<file path="src/rtl/pipelined_cla_adder.sv">
// Two-stage pipelined carry-lookahead adder with valid/ready handshake.
// Define PIPELINED_CLA_SUB_EN to add the io_in_sub subtract input.
module pipelined_cla_adder #(
  parameter int WIDTH = 32,
  parameter int BLOCK = 4
) (
  input  logic             clock,
  input  logic             reset,
  input  logic             io_in_valid,
  output logic             io_in_ready,
  input  logic [WIDTH-1:0] io_in_a,
  input  logic [WIDTH-1:0] io_in_b,
  input  logic             io_in_c_in,
`ifdef PIPELINED_CLA_SUB_EN
  input  logic             io_in_sub,
`endif
  output logic             io_out_valid,
  input  logic             io_out_ready,
  output logic [WIDTH-1:0] io_out_s,
  output logic             io_out_c_out,
  output logic             io_out_pg,
  output logic             io_out_gg,
  output logic             io_out_ovf
);

  localparam int NB = WIDTH / BLOCK;

  logic [WIDTH-1:0] b_eff;
  logic             c_eff;

`ifdef PIPELINED_CLA_SUB_EN
  assign b_eff = io_in_sub ? ~io_in_b : io_in_b;
  assign c_eff = io_in_sub | io_in_c_in;
`else
  assign b_eff = io_in_b;
  assign c_eff = io_in_c_in;
`endif

  logic [WIDTH-1:0] p_d;
  logic [WIDTH-1:0] g_d;
  logic [NB-1:0]    bpg_d;
  logic [NB-1:0]    bgg_d;

  assign p_d = io_in_a | b_eff;
  assign g_d = io_in_a & b_eff;

  always_comb begin
    logic t;
    bpg_d = '0;
    bgg_d = '0;
    for (int k = 0; k < NB; k++) begin
      t = 1'b0;
      for (int i = 0; i < BLOCK; i++)
        t = (t & p_d[k*BLOCK+i]) | g_d[k*BLOCK+i];
      bpg_d[k] = &p_d[k*BLOCK +: BLOCK];
      bgg_d[k] = t;
    end
  end

  logic             s1_valid;
  logic             s1_cin;
  logic [WIDTH-1:0] s1_x;
  logic [WIDTH-1:0] s1_p;
  logic [WIDTH-1:0] s1_g;
  logic [NB-1:0]    s1_bpg;
  logic [NB-1:0]    s1_bgg;
  logic             stage1_advance;

  assign stage1_advance = !io_out_valid | io_out_ready;
  assign io_in_ready    = !s1_valid | stage1_advance;

  // Operand registers carry no reset; only the valid bits gate them.
  always_ff @(posedge clock) begin
    if (io_in_ready && io_in_valid) begin
      s1_cin <= c_eff;
      s1_x   <= io_in_a ^ b_eff;
      s1_p   <= p_d;
      s1_g   <= g_d;
      s1_bpg <= bpg_d;
      s1_bgg <= bgg_d;
    end
  end

  logic [WIDTH-1:0] carry;
  logic             w_pg;
  logic             w_gg;
  logic             c_out_d;

  always_comb begin
    logic cb;
    logic c;
    carry = '0;
    cb    = s1_cin;
    c     = 1'b0;
    w_pg  = 1'b1;
    w_gg  = 1'b0;
    for (int k = 0; k < NB; k++) begin
      c = cb;
      for (int i = 0; i < BLOCK; i++) begin
        carry[k*BLOCK+i] = c;
        c = s1_g[k*BLOCK+i] | (s1_p[k*BLOCK+i] & c);
      end
      cb   = s1_bgg[k] | (s1_bpg[k] & cb);
      w_pg = w_pg & s1_bpg[k];
      w_gg = (w_gg & s1_bpg[k]) | s1_bgg[k];
    end
    c_out_d = (s1_cin & w_pg) | w_gg;
  end

  always_ff @(posedge clock) begin
    if (reset) begin
      s1_valid     <= 1'b0;
      io_out_valid <= 1'b0;
      io_out_s     <= '0;
      io_out_c_out <= 1'b0;
      io_out_pg    <= 1'b0;
      io_out_gg    <= 1'b0;
      io_out_ovf   <= 1'b0;
    end else begin
      if (io_in_ready)
        s1_valid <= io_in_valid;
      if (stage1_advance) begin
        io_out_valid <= s1_valid;
        if (s1_valid) begin
          io_out_s     <= s1_x ^ carry;
          io_out_c_out <= c_out_d;
          io_out_pg    <= w_pg;
          io_out_gg    <= w_gg;
          io_out_ovf   <= carry[WIDTH-1] ^ c_out_d;
        end
      end
    end
  end

endmodule

</file>
<file path="config.mk">
export PLATFORM = sky130hd
export DESIGN_NAME = pipelined_cla_adder
export DESIGN_NICKNAME = d
export VERILOG_FILES = /design/src/rtl/pipelined_cla_adder.sv
export SDC_FILE = /design/constraint.sdc
export NUM_CORES = 1
export LEC_CHECK = 0
export ABC_AREA = 1
export BUFFER_PORTS_ARGS = -buffer_cell sky130_fd_sc_hd__buf_2
export CELL_PAD_IN_SITES_DETAIL_PLACEMENT = 1
export CELL_PAD_IN_SITES_GLOBAL_PLACEMENT = 2
export CORE_UTILIZATION = 36
export CTS_CLUSTER_DIAMETER = 50
export DETAILED_ROUTE_END_ITERATION = 16
export PLACE_DENSITY = 0.79
export SETUP_SLACK_MARGIN = 0.4
export SYNTH_ARGS = -nofsm -noshare
export SYNTH_HDL_FRONTEND = slang
export SYNTH_SLANG_ARGS = --single-unit
</file>
<file path="constraint.sdc">
create_clock -name clock -period 4.08 [get_ports clock]
set_clock_uncertainty 0.05 [all_clocks]
set_input_delay 0.204 -clock clock [delete_from_list [all_inputs] [get_ports clock]]
set_output_delay 0.204 -clock clock [all_outputs]
set_load 0.01 [all_outputs]
</file>
==> results.json <==
{
  "status": "finished clean",
  "finalWirelength_mm": 14.3,
  "critPathLaunchType": "register",
  "grt_util_all_layers_pct": 16.9,
  "hold_viol": 0,
  "power.density_mw_per_mm2": 456,
  "drtIter0Drc": 180,
  "dp.cells": 911,
  "synth-edff-count": 97,
  "period_minus_slack_ns": 2.33,
  "synth_fa_ha_area_share_pct": 12.6,
  "endpoint_kind": "register",
  "diodes": 0,
  "synth_compound_gate_area_share_pct": 7.64,
  "layout_common_cells": "inv_1, buf_2, edfxtp_1",
  "layout-drive-gt1-share_pct": 22.7,
  "muxShareOfSynthArea_pct": 0,
  "fin_util_pct": 44.9,
  "cts_tree": "done",
  "final_common_cell": "inv_1",
  "vdd_drop_max_mv": 0.291,
  "dr.pass1.iters": 4,
  "via_per_inst": 4.59,
  "ys_ff_latch": 135,
  "synth_warnings": 0,
  "start_util_pct": 36.8,
  "power.leakage_nw": 3.78,
  "multi_input_area_sq_mm": 0.00212,
  "rows": 48,
  "numCtsBuffers": 17,
  "clockBufferDepth": 2,
  "area_delta_synth_final_pct": 22.0,
  "slew_headroom_pct": 37.6,
  "clock_latency_ns": 0.42,
  "grt_max_degree": 52,
  "drv_slew": 0,
  "vias": 4333,
  "port_buffers": 106,
  "ctsResizeCount": 0,
  "gp_congestion": 0.770,
  "drc": 0,
  "antenna_found_initial": 0,
  "core_area_sq_mm": 0.0173,
  "rsz0062_at_grt": "false",
  "dieArea_sq_mm": 0.0182,
  "synth_flop_cell": "edfxtp_1",
  "drv_cap": 0,
  "path_clk_slew_ns": 0.06,
  "tightest_slew_ns": 0.936,
  "ff_latch_area_sq_mm": 0.00367,
  "setup_violations": 0,
  "synth-xor-area-share_pct": 4.13,
  "final_cell_count_no_fill": 943,
  "crit_fanout": 4,
  "nets": 839,
  "syn_area_sq_mm": 0.00637,
  "finalSetupTns_ns": 0,
  "synth_top_family_by_area": "adder cells",
  "ant_nets": 0,
  "grt_pass1_wl_mm": 23.0,
  "cts_root_buf": "clkbuf_16",
  "crit_type": "reg2reg",
  "max_freq_mhz": 429,
  "dieWidth_um": 135,
  "synth-simple-area-share_pct": 9.02,
  "post_drt_wl_per_cell_um": 15.2,
  "fp.dieH_um": 135,
  "yosysSeqAreaShare_pct": 57.7,
  "grt_pass1_vias": 4778,
  "hp-class": "in2reg",
  "dp_hpwl_mm": 10.6,
  "io_pins": 107,
  "htreeDepth": 4,
  "post-route-period-util_pct": 57.2,
  "worstPathRequired_ns": 4.32,
  "fillers": 1929,
  "avgSynthCellArea_sq_um": 10.8,
  "synthArstFlopShare_pct": 0,
  "arrival_ns": 2.57,
  "overflow": 0,
  "synth_cells": 588,
  "cts_num_sinks": 135,
  "synth_nets": 721,
  "ys_types": 26
}
[path summary, 6_finish.rpt]
kind,from,endpoint,slack (ns),depth (start not counted)
worst max-delay path,s1_cin$_DFFE_PP_,io_out_s[19]$_SDFFE_PP0P_,1.75,15
worst min register to register,s1_x[1]$_DFFE_PP_,io_out_s[1]$_SDFFE_PP0P_,0.50,2
worst min-delay path,io_in_valid,s1_valid$_SDFFE_PP0N_,0.05,3
worst max register to register,s1_cin$_DFFE_PP_,io_out_s[19]$_SDFFE_PP0P_,1.75,15
[cells by family (layout without fill, tap and decap cells)]
group	count (synthesis)	count (layout)
and+or+nand+nor	117	117
xor gates and xnor gates	30	30
buffers and inverters	151	281
adders and majority gates	64	64
DFF	135	135
AOI/OAI and AO/OA	91	91
[state kept, by name (all words and copies together) (netlist names)]
signal        cells
io_out_pg         1
io_out_gg         1
s1_valid          1
s1_x             32
s1_cin            1
s1_bgg            8
io_out_ovf        1
s1_g             24
io_out_valid      1
s1_p             24
io_out_c_out      1
io_out_s         32
s1_bpg            8
[cell usage after synthesis, drive strengths merged, types with 5 or more instances]
master  number  share of area (%)
dfxtp       38                 12
o21ai       36                2.8
o21bai       6               0.71
nor4         5               0.49
xor2        21                2.9
nand3        7               0.55
edfxtp      97                 46
clkbuf       8               0.47
xnor2        9                1.2
a21oi       45                3.6
nand2       38                3.7
inv        140                8.3
nor2        58                3.4
ha          64                 13
[worst max-delay path, cell delays in order, from the launching register on]
cell and delay, ns:
edfxtp_1 0.45, nand2_1 0.11, nand2_2 0.08, nand2_2 0.08, nand2_4 0.06, nand2_4 0.06, nand2_4 0.06, nand2_4 0.06
nand2_4 0.06, a21oi_1 0.25, inv_1 0.08, a21oi_1 0.22, inv_1 0.06, a21oi_1 0.16, xor2_1 0.24, a21oi_1 0.11
[repair_timing]
item                      in CTS  in global routing
hold buffers                   1                  0
buffers inserted               0                  0
hold endpoints to repair       1                  0
[layout make-up]
class | count | area share [%]
multi-input combinational | 302 | 27.4
clock buffer | 17 | 5.48
timing repair buffer | 110 | 7.41
tap | 225 | 3.62
inverter | 140 | 6.78
sequential | 135 | 47.3
clock inverter | 14 | 2.06
[layer usage]
metal,share of wire [%],vias to the layer above,global-route usage (%)
li1,-,2117,-
met1,42,2113,18.4
met2,53,82,31.5
met3,3.4,21,4.09
met4,1.5,0,6.24
met5,0,-,0
[power breakdown]
| part | switching, mW | internal, mW |
|---|---|---|
| Clock | 0.574 | 0.949 |
| Combinational | 0.230 | 0.153 |
| Sequential | 0.0498 | 1.59 |
[per-stage QoR]
step	power [mW]	cell area, sq um	hold slack, ns	setup slack (ns)
2_1_floorplan	1.89	6370	0.253	1.10
3_3_place_gp	2.03	7170	0.333	1.84
3_5_place_dp	2.05	7170	0.336	1.71
4_1_cts	3.59	7770	0.0306	1.68
5_1_grt	3.70	7770	0.0664	1.52
6_report	3.54	7770	0.0511	1.75
Power figures use the tool's default switching activity.
